$ cat src/rtl/race_pkg.sv
// race_pkg: encodings, FSM states and rest-level helper shared by race-logic operators
package race_pkg;
  typedef enum logic [1:0] {ENC_RISING, ENC_FALLING, ENC_PULSE} enc_e;
  typedef enum logic {ST_IDLE, ST_RUN} state_e;
  function automatic logic rest_level(enc_e enc);
    return enc == ENC_FALLING;
  endfunction
endpackage

$ cat src/rtl/temporal_arrival_det.sv
// temporal_arrival_det: first-arrival edge detector for one temporal line within a gamma cycle
module temporal_arrival_det import race_pkg::*; #(
  parameter enc_e ENCODING = ENC_RISING
) (
  input  logic clk,
  input  logic grst_n,
  input  logic clear,
  input  logic run,
  input  logic s,
  output logic arrive
);
  localparam logic REST = rest_level(ENCODING);
  logic prev, seen;
  // prev starts at rest, so a line already active at t=0 arrives at t=0
  assign arrive = run & ~seen & (prev == REST) & (s != REST);
  always_ff @(posedge clk or negedge grst_n)
    if (!grst_n) begin
      prev <= REST;
      seen <= 1'b0;
    end else if (clear) begin
      prev <= REST;
      seen <= 1'b0;
    end else if (run) begin
      prev <= s;
      seen <= seen | arrive;
    end
endmodule

$ cat src/rtl/mux_t_t_t_n.sv
// mux_t_t_t_n: clocked race-logic temporal mux; define MUX_T_TIMESTAMP_EN for match_valid/match_time/match_idx
module mux_t_t_t_n import race_pkg::*; #(
  parameter int NUM_INPUTS = 4,
  parameter int GAMMA_CYCLE_WIDTH = 16,
  parameter int PULSE_WIDTH = 8,
  parameter enc_e ENCODING = ENC_RISING,
  localparam int TW = $clog2(GAMMA_CYCLE_WIDTH),
  localparam int IW = $clog2(NUM_INPUTS)
) (
  input  logic                  clk,
  input  logic                  grst_n,
  input  logic                  gamma_start,
  input  logic [NUM_INPUTS-1:0] inputs,
  input  logic                  select_line,
  output logic                  y,
  output logic                  busy
`ifdef MUX_T_TIMESTAMP_EN
  ,
  output logic                  match_valid,
  output logic [TW-1:0]         match_time,
  output logic [IW-1:0]         match_idx
`endif
);
  localparam logic REST = rest_level(ENCODING);
  localparam logic [TW-1:0] T_END = TW'(GAMMA_CYCLE_WIDTH - 1);
  localparam logic [TW-1:0] P_LEN = TW'(PULSE_WIDTH - 1);
  state_e st;
  logic [TW-1:0] t, pcnt;
  logic act, matched, run, hit, last;
  logic [NUM_INPUTS:0] lines, arr;
  assign lines = {select_line, inputs};
  assign run = st == ST_RUN;
  assign busy = run;
  assign y = act ^ REST;
  assign hit = run & ~gamma_start & ~matched & arr[NUM_INPUTS] & |arr[NUM_INPUTS-1:0];
  assign last = run & ~gamma_start & (t == T_END);
  for (genvar i = 0; i <= NUM_INPUTS; i++) begin : g_det
    temporal_arrival_det #(.ENCODING(ENCODING)) u_det (
      .clk(clk),
      .grst_n(grst_n),
      .clear(gamma_start),
      .run(run),
      .s(lines[i]),
      .arrive(arr[i])
    );
  end
  always_ff @(posedge clk or negedge grst_n)
    if (!grst_n) begin
      st <= ST_IDLE;
      t <= '0;
      pcnt <= '0;
      act <= 1'b0;
      matched <= 1'b0;
    end else if (gamma_start) begin
      st <= ST_RUN;
      t <= '0;
      pcnt <= '0;
      act <= 1'b0;
      matched <= 1'b0;
    end else if (run) begin
      t <= last ? '0 : t + TW'(1);
      st <= last ? ST_IDLE : ST_RUN;
      if (last) begin
        act <= 1'b0;
        matched <= 1'b0;
      end else if (hit) begin
        act <= 1'b1;
        matched <= 1'b1;
        pcnt <= P_LEN;
      end else if (ENCODING == ENC_PULSE && act) begin
        act <= pcnt != '0;
        pcnt <= pcnt - TW'(1);
      end
    end
`ifdef MUX_T_TIMESTAMP_EN
  logic [IW-1:0] low;
  always_comb begin
    low = '0;
    for (int k = NUM_INPUTS - 1; k >= 0; k--) if (arr[k]) low = IW'(k);
  end
  // a match in the final slot still counts, so report matched | hit
  always_ff @(posedge clk or negedge grst_n)
    if (!grst_n) begin
      match_valid <= 1'b0;
      match_time <= '0;
      match_idx <= '0;
    end else begin
      match_valid <= last & (matched | hit);
      if (hit) begin
        match_time <= t;
        match_idx <= low;
      end
    end
`endif
endmodule

$ cat config.mk
export PLATFORM = sky130hd
export DESIGN_NAME = mux_t_t_t_n
export DESIGN_NICKNAME = d
export VERILOG_FILES = /design/src/rtl/race_pkg.sv /design/src/rtl/temporal_arrival_det.sv /design/src/rtl/mux_t_t_t_n.sv
export SDC_FILE = /design/constraint.sdc
export NUM_CORES = 1
export LEC_CHECK = 0
export CAP_MARGIN = 20
export CORE_MARGIN = 4
export CORE_UTILIZATION = 45
export CTS_BUF_LIST = sky130_fd_sc_hd__clkbuf_4 sky130_fd_sc_hd__clkbuf_8 sky130_fd_sc_hd__clkbuf_16
export DETAILED_ROUTE_END_ITERATION = 16
export GPL_ROUTABILITY_DRIVEN = 0
export GPL_TIMING_DRIVEN = 0
export PLACE_DENSITY = 0.67
export SYNTH_ARGS = -nofsm -noshare
export SYNTH_HDL_FRONTEND = slang
export SYNTH_SLANG_ARGS = --single-unit
$ cat constraint.sdc
create_clock -name clk -period 1.4 [get_ports clk]
set_clock_uncertainty 0.15 [all_clocks]
set_input_delay 0.28 -clock clk [delete_from_list [all_inputs] [get_ports clk]]
set_output_delay 0.28 -clock clk [all_outputs]
set_load 0.05 [all_outputs]
; Yosys cells after proc, flatten, opt, wreduce, memory -nomap -nowiden
; Cells that the tools add are included.
[totals]
regBits = 16
in_bits = 8
[op_classes]
add_sub_neg = 1
n_eq_ne = 1
mux = 30
n_bitwise = 37
n_reduce_logical = 4
[op_table]
columns = cell, count
row1 = 2-to-1 mux 1 bit, 27
row2 = AND 1 bit, 20
row3 = 2-to-1 mux 4 bit, 3
row4 = NOT 1 bit, 12
row5 = bitwise OR 1 bit, 5
row6 = "adder 4 x 1 -> 4 bit, second input constant", 1
row7 = "== test 4 bit, second input constant", 1
row8 = OR reduction 4 bit, 1
row9 = nonzero test 3 bit, 1
row10 = AND reduction 2 bit, 1
row11 = nonzero test 2 bit, 1

; Logic depth before layout (Yosys ltp)
; Gate-level depths: netlist of the first run.
[logic_depth]
ltp_word = 10
depth_mapped = 4
mapped_depth_nobuf = 4

; By module
; From an unflattened synthesis of the first run, not the netlist that was laid out.
[hier_totals]
hier_cells = 68
area_unflattened_um2 = 704.4
[modules_own_cells]
columns = module, instances, cells_per_inst, area_per_inst_um2, seq_area_each_um2
row1 = temporal_arrival_det, 5, 8, 83.8, 50.0
row2 = mux_t_t_t_n, 1, 28, 285.3, 150.1

; Worst setup path before layout of the first run
; Ideal clock, no wire load.
[synth_timing]
kind = register -> register
from = register st, in the netlist busy
to = register matched
setup_time_ns = 0.087
arrival_ns = 1.268
required_time_ns = 1.163
setup_slack_ns = -0.105
stages_incl_launch_ff = 5
path_buffers = 1
synth_period_minus_slack_ns = 1.505
cell_sequence = dfrtp_1 -> buf_6 -> and3b_1 -> a21oi_1 -> a211oi_2
[synth_between]
elab_chain_len = 7
elab_cells_between_ends = 27
[synth_rtl]
columns = element, line
row1 = from (decl), mux_t_t_t_n.sv:27  ; state_e st;
row2 = from (signal assigned), mux_t_t_t_n.sv:62  ; st <= last ? ST_IDLE : ST_RUN;
row3 = AND 1 bit (3 in a row), temporal_arrival_det.sv:15  ; assign arrive = run & ~seen & (prev == REST) & (s != REST);
row4 = OR reduction 4 bit / AND 1 bit (equally long branches), mux_t_t_t_n.sv:35  ; assign hit = run & ~gamma_start & ~matched & arr[NUM_INPUTS] & |arr[NUM_INPUTS-1:0];
row5 = AND 1 bit, mux_t_t_t_n.sv:35
row6 = nonzero test 3 bit (no line), n/a
row7 = AND reduction 2 bit (no line), n/a
row8 = to (signal assigned), mux_t_t_t_n.sv:53  ; matched <= 1'b0;
row9 = to (signal assigned), mux_t_t_t_n.sv:59  ; matched <= 1'b0;
row10 = to (signal assigned), mux_t_t_t_n.sv:65  ; matched <= 1'b0;
row11 = to (decl), mux_t_t_t_n.sv:29  ; logic act, matched, run, hit, last;
; Parallel ways exist; a longest one is shown, timed or not. The select of a mux whose other input is x is not followed.
; A chain may end at the register's enable or synchronous reset.

; Worst setup path after layout of the first run
[layout_timing]
from = register st, in the netlist busy
to = output port busy
[layout_lines]
columns = element, line
row1 = to (decl), mux_t_t_t_n.sv:16  ; output logic busy
; No word-level cell between the ends.

==> run summary, run 1 <==
### Status
* **result of the run** finished clean

### Floorplanning
* **Die Outline Area** 2390 um^2
* **die extent in y** 48.9 um
* **Rows** 14
* **die width** 48.9 um
* **Initial Utilization** 0.489
* **I/O pin total** 10
* **placeable core region** 1540 um^2

### Placement
* **post-placement setup slack** -0.204 ns
* **count of buffers from port buffering** 8
* **total half-perimeter wirelength after legalization and detailed placement** 962 um
* **dpl cell area** 855 um^2

### STA
* **setup repair after global routing missed its margin** false
* **post-route setup slack** 0.0517 ns
* **final-report setup violation count** 0
* **final-report hold violation count** 0
* **Final Slew Violations** 0
* **top achievable clock speed** 742 MHz
* **Rel. slew slack** 0.538
* **part of the cycle the worst path needs** 0.963
* **Final min period** 1.35 ns
* **Fin Setup TNS** 0 ns
* **slew at the pin with the worst max-slew slack** 0.690 ns

### Power and ir drop
* **final total power** 891 uW
* **Cell Pwr Density** 1010 nW/um^2
* **peak ir drop on the vdd network** 0.000564 V
* **Static Leakage** 0.441 nW

### CTS
* **Post-CTS Hold Fix Bufs** 0
* **Post-CTS Setup Inserts** 0
* **later-pin clock latency in the skew report** 0.29 ns
* **CTS H-tree lvls** 1
* **buffers from clock root to sink, at most** 2
* **CTS tree** built
* **clock buffer count from CTS** 3
* **clock transition time at the flip-flop clock pins of the worst setup and hold paths** 0.09 ns
* **root buf cell** sky130_fd_sc_hd__clkbuf_4
* **number of clock sinks** 16

### Finish
* **post-layout instance area** 880 um^2
* **number of filler cells placed in the layout** 158
* **net total in the final layout** 91
* **area growth from synthesis to final layout** 16.8%
* **share of cells above drive strength 1** 0.185
* **Antenna Diode Count** 0

### Routing
* **total iterations of the first detailed-routing run** 2
* **total vias in the final route** 544
* **Avg Vias per Cell** 5.61
* **drt drc** 0
* **detailed-route wire length** 1350 um
* **violation count after the first detailed-route iteration** 2
* **average wire per standard cell** 13.9 um
* **Detail Route Antenna Nets** 0

### Critical path
* **Critical Path Slowest Stage Cell** sky130_fd_sc_hd__dfrtp_2
* **critical path peak fanout** 4
* **worst endpoint data arrival time** 0.92 ns
* **required time of the worst setup path** 0.97 ns
* **crit path buf inv count** 1
* **kind of critical path** register to output port
* **delay contributed by the slowest stage of the critical path** 0.44 ns
* **critical path endpoint category** output port
* **family with the most delay on the worst path** flip-flops
* **startpoint type of the worst setup path** register
* **worst-path cell chain** buf_4

### Yosys
* **synthesized net count** 78
* **mean instance size in the synthesized netlist** 10.9 um^2
* **share of synthesized area occupied by flip-flops and latches** 0.532
* **count of distinct cell types in the synthesized netlist** 23
* **number of instances in the synthesized netlist** 69
* **post-synthesis sequential element count** 16
* **mapped cell area** 753 um^2
* **Yosys Warn Count** 0

### Global routing
* **total congestion overflow** 0
* **initial antenna violation count** 0
* **vias in the first global route** 520
* **pin count of the biggest net entering global routing** 17
* **first-pass GRT wire length** 2240 um
* **GR Util All Layers** 0.122

### Flow run
* **total of max-cap violations** 0

### Hold path
* **path type of the worst min-delay path** input pin to register

==> power by group <==
part | leakage, nW | switching [mW] | total, mW | internal, mW
registers | 0.204 | 0.0185 | 0.508 | 0.489
logic | 0.219 | 0.0580 | 0.114 | 0.0555
clock network | 0.0184 | 0.139 | 0.270 | 0.130
total | 0.441 | 0.216 | 0.891 | 0.675
==> final timing paths <==
check	cells after the start	slack, ns	endpoint	start
setup / recovery	1	0.05	busy	busy$_DFF_PN0_
hold / removal	2	0.1	t[0]$_DFFE_PN0P_	gamma_start
setup reg to reg	4	0.08	matched$_DFFE_PN0P_	busy$_DFF_PN0_
hold reg to reg	2	0.34	g_det[3].u_det.seen$_DFFE_PN0P_	g_det[3].u_det.seen$_DFFE_PN0P_
max in group asynchronous	1	0.37	busy$_DFF_PN0_	grst_n
min in group asynchronous	1	0.25	t[1]$_DFFE_PN0P_	grst_n
==> kinds of logic after synthesis <==
logic type,after synthesis,synth area share
compound gates,11,0.106
xor+xnor,2,0.0233
fa+ha+maj,1,0.0166
buf+inv,8,0.0581
flops,16,0.532
mux,6,0.0797
simple gates,25,0.184
==> stage by stage <==
stage / instances / util / hold slack [ns]
floorplan: 69 / - / -0.166
global placement: 93 / 0.554 / 0.318
detailed placement: 93 / 0.554 / 0.334
CTS: 97 / 0.569 / 0.0961
global route: 97 / 0.571 / 0.0839
finish: 97 / 0.571 / 0.0953
==> layout by cell type, fill, tap and decap left out, drive strengths merged <==
master         count
buf                6
a41o               1
nand2b             1
a211oi             1
dfrtp             16
a21oi              2
mux2i              6
nand2              1
inv                4
nand3              1
nor3               1
and4bb             3
a31oi              5
ha                 1
o2111ai            1
a21o               1
clkbuf             4
xor2               2
clkdlybuf4s50      6
nand3b             1
and3b              1
nor2              16
==> sequential cells by signal (all words and copies together), names as in the netlist <==
signal            flops
t                     4
g_det.u_det.prev      5
busy                  1
g_det.u_det.seen      5
matched               1
==> final cells by class <==
type	count	area, um^2	share of cell area
Buffer	4	28.8	0.0327
Clock buffer	4	30.0	0.0341
Inverter	4	15.0	0.0171
Multi-Input combinational cell	45	309	0.351
Sequential cell	16	402	0.457
Tap cell	16	20.0	0.0228
Timing Repair Buffer	8	75.1	0.0853
==> cell usage after synthesis <==
| master | instances | area share |
|---|---|---|
| sky130_fd_sc_hd__dfrtp_1 | 16 | 0.53 |
| sky130_fd_sc_hd__mux2i_1 | 6 | 0.080 |
| sky130_fd_sc_hd__and4bb_1 | 1 | 0.017 |
| sky130_fd_sc_hd__nand2b_1 | 1 | 0.0083 |
| sky130_fd_sc_hd__a31oi_1 | 5 | 0.042 |
| sky130_fd_sc_hd__xor2_1 | 2 | 0.023 |
| sky130_fd_sc_hd__nor2_1 | 16 | 0.080 |
| sky130_fd_sc_hd__ha_1 | 1 | 0.017 |
| sky130_fd_sc_hd__a21oi_1 | 2 | 0.013 |
| sky130_fd_sc_hd__a211oi_2 | 1 | 0.017 |
| sky130_fd_sc_hd__a21o_1 | 1 | 0.010 |
| sky130_fd_sc_hd__and3b_1 | 1 | 0.012 |
| sky130_fd_sc_hd__buf_4 | 1 | 0.010 |
| sky130_fd_sc_hd__and4bb_2 | 2 | 0.033 |
| sky130_fd_sc_hd__inv_1 | 4 | 0.020 |
| sky130_fd_sc_hd__buf_6 | 1 | 0.015 |
| sky130_fd_sc_hd__nand3b_1 | 1 | 0.010 |
| sky130_fd_sc_hd__nand2_1 | 1 | 0.0050 |
| sky130_fd_sc_hd__nor3_2 | 1 | 0.013 |
| sky130_fd_sc_hd__a41o_1 | 1 | 0.013 |
| sky130_fd_sc_hd__o2111ai_1 | 1 | 0.012 |
| sky130_fd_sc_hd__nand3_1 | 1 | 0.0066 |
| sky130_fd_sc_hd__buf_2 | 2 | 0.013 |
==> per-layer routing <==
metal,vias up,share of wire,GRT usage
li1,265,-,-
met2,9,0.47,0.202
met1,265,0.46,0.135
met5,-,0,0
met3,5,0.045,0.0428
met4,0,0.027,0.0673
==> repair_timing <==
action / in CTS / in global routing
gates resized for setup: 11 / 2
cloned: 0 / 0
endpoints found under the setup margin: 2 / 1
Power figures use the tool's default switching activity.
==> inputs of run 2 (changes only) <==
- REMOVE_ABC_BUFFERS: unset -> 1
==> run 2 against run 1 <==
Against the previous run:
- critical path depth stayed put
- worst setup slack got worse by 0.049 ns
- largest cell class unchanged
- via count rose by 0.55%
- critical endpoint unchanged
==> run summary, run 2 (synthesized netlist as in run 1, its figures left out) <==
### CTS
* **CTS H-tree lvls** 1
* **CTS tree** built
* **later-pin clock latency in the skew report** 0.29 ns
* **buffers from clock root to sink, at most** 2
* **Post-CTS Hold Fix Bufs** 0
* **root buf cell** sky130_fd_sc_hd__clkbuf_4
* **number of clock sinks** 16
* **clock buffer count from CTS** 3
* **clock transition time at the flip-flop clock pins of the worst setup and hold paths** 0.09 ns

### STA
* **slew at the pin with the worst max-slew slack** 0.698 ns
* **final-report hold violation count** 0
* **setup repair after global routing missed its margin** true
* **Final min period** 1.40 ns
* **Final Slew Violations** 0
* **final-report setup violation count** 0
* **top achievable clock speed** 715 MHz
* **part of the cycle the worst path needs** 0.998
* **Rel. slew slack** 0.533

### Critical path
* **worst endpoint data arrival time** 0.97 ns
* **crit path buf inv count** 1
* **worst flop-to-flop path endpoint** matched$_DFFE_PN0P_
* **required time of the worst setup path** 0.97 ns
* **family with the most delay on the worst path** flip-flops
* **critical path endpoint category** output port
* **worst r2r path cells** 4
* **kind of critical path** register to output port
* **delay contributed by the slowest stage of the critical path** 0.52 ns
* **Critical Path Slowest Stage Cell** sky130_fd_sc_hd__dfrtp_4
* **worst-path cell chain** buf_6
* **critical path peak fanout** 6
* **startpoint of the worst register-to-register path** busy$_DFF_PN0_
* **startpoint type of the worst setup path** register
* **flop-to-flop setup slack** 0.01 ns

### Routing
* **detailed-route wire length** 1390 um
* **average wire per standard cell** 14.1 um
* **drt drc** 0
* **Avg Vias per Cell** 5.53
* **Detail Route Antenna Nets** 0
* **total iterations of the first detailed-routing run** 4
* **violation count after the first detailed-route iteration** 9
* **total vias in the final route** 547

### Finish
* **number of filler cells placed in the layout** 123
* **leading cell type in the layout, fill and taps excluded** sky130_fd_sc_hd__nor2_1
* **share of cells above drive strength 1** 0.217
* **Antenna Diode Count** 0
* **post-layout instance area** 923 um^2
* **Regs by FF count** g_det.u_det.prev: 5 flops, g_det.u_det.seen: 5 flops, t: 4 flops
* **net total in the final layout** 93
* **area growth from synthesis to final layout** 22.6%
* **most frequent cells in the layout** sky130_fd_sc_hd__nor2_1, sky130_fd_sc_hd__dfrtp_1, sky130_fd_sc_hd__mux2i_1, sky130_fd_sc_hd__clkdlybuf4s50_1, sky130_fd_sc_hd__a31oi_1

### Global routing
* **initial antenna violation count** 0
* **vias in the first global route** 528
* **GR Util All Layers** 0.127
* **pin count of the biggest net entering global routing** 18
* **first-pass GRT wire length** 2350 um
* **total congestion overflow** 0

### Power and ir drop
* **Cell Pwr Density** 1000 nW/um^2
* **Clk pwr share** 0.326
* **Static Leakage** 0.455 nW
* **sequential share of power** 0.551
* **switching share of total power** 0.239
* **final total power** 924 uW
* **peak ir drop on the vdd network** 0.000682 V
* **combinational share of power** 0.123
* **switching pwr** 221 uW
* **internal power component** 703 uW

### Floorplanning
* **placeable core region** 1540 um^2
* **die width** 48.9 um
* **I/O pin total** 10
* **Die Outline Area** 2390 um^2
* **Rows** 14
* **Initial Utilization** 0.489
* **die extent in y** 48.9 um

### Placement
* **count of buffers from port buffering** 9
* **dpl cell area** 835 um^2

### Status
* **result of the run** finished clean

### Flow run
* **total of max-cap violations** 0

### Hold path
* **path type of the worst min-delay path** input pin to asynchronous set/reset pin

==> run 2: cell types whose count changed in the layout (fill, tap and decap cells not counted) <==
cell / delta
sky130_fd_sc_hd__buf_4: +1
sky130_fd_sc_hd__o2111ai_1: -1
sky130_fd_sc_hd__dfrtp_2: -1
sky130_fd_sc_hd__o2111ai_2: +1
sky130_fd_sc_hd__a21oi_1: -1
sky130_fd_sc_hd__buf_6: +1
sky130_fd_sc_hd__dlygate4sd2_1: +1
sky130_fd_sc_hd__clkbuf_8: +1
sky130_fd_sc_hd__dfrtp_4: +1
sky130_fd_sc_hd__a21oi_2: +1
sky130_fd_sc_hd__buf_2: -2
==> run 2: area by class of cell <==
cell class	count	area (um^2)	share of cell area
timing repair buffer	14	129	0.140
sequential	16	404	0.438
multi-input combinational	45	319	0.346
tap	16	20.0	0.0217
inverter	4	15.0	0.0163
clock buffer	4	36.3	0.0393
==> run 2: metal layers <==
layer  wire length [um]  vias to the layer above  share of wire  GRT usage
met5                  0                        -              0          0
met4                 12                        0         0.0086     0.0538
met3                 80                        2          0.058     0.0642
met2                636                       10           0.46      0.174
met1                662                      267           0.48      0.168
li1                   -                      268              -          -
==> run 2: power by group through the flow <==
| stage | combinational, mW | sequential [mW] | clock, mW |
|---|---|---|---|
| final | 0.113 | 0.510 | 0.301 |
| after global routing | 0.129 | 0.514 | 0.336 |
| after CTS | 0.113 | 0.507 | 0.320 |
| after global placement | 0.114 | 0.516 | 0 |
| after detailed placement | 0.114 | 0.517 | 0 |
| after floorplan | 0.0594 | 0.518 | 0 |
==> run 2: how the worst max path moves through the flow <==
stage / start / end / slack [ns] / cells after the start
3_5_place_dp: busy$_DFF_PN0_ / busy / -0.76 / 1
3_3_place_gp: busy$_DFF_PN0_ / busy / -0.74 / 1
2_1_floorplan: busy$_DFF_PN0_ / matched$_DFFE_PN0P_ / -0.33 / 3
5_1_grt: busy$_DFF_PN0_ / busy / -0.03 / 1
6_report: busy$_DFF_PN0_ / busy / 0.002 / 1
4_1_cts: busy$_DFF_PN0_ / busy / -0.07 / 1
==> run 2: timing repair <==
action / in CTS / in global routing
setup buffers: 1 / 4
gates resized for setup: 15 / 6
setup endpoints to repair: 12 / 3
==> run 2: metrics by stage <==
stage	hold slack (ns)	setup WS, ns	TNS (ns)	cells	utilization
after floorplan	-0.166	-0.327	-1.84	65	-
after detailed placement	0.341	-0.763	-3.90	90	0.541
after CTS	0.268	-0.0743	-0.0743	95	0.569
after global routing	0.293	-0.0330	-0.0633	99	0.599
after global placement	0.324	-0.742	-4.16	90	0.541
final	0.255	0.00227	0	99	0.599
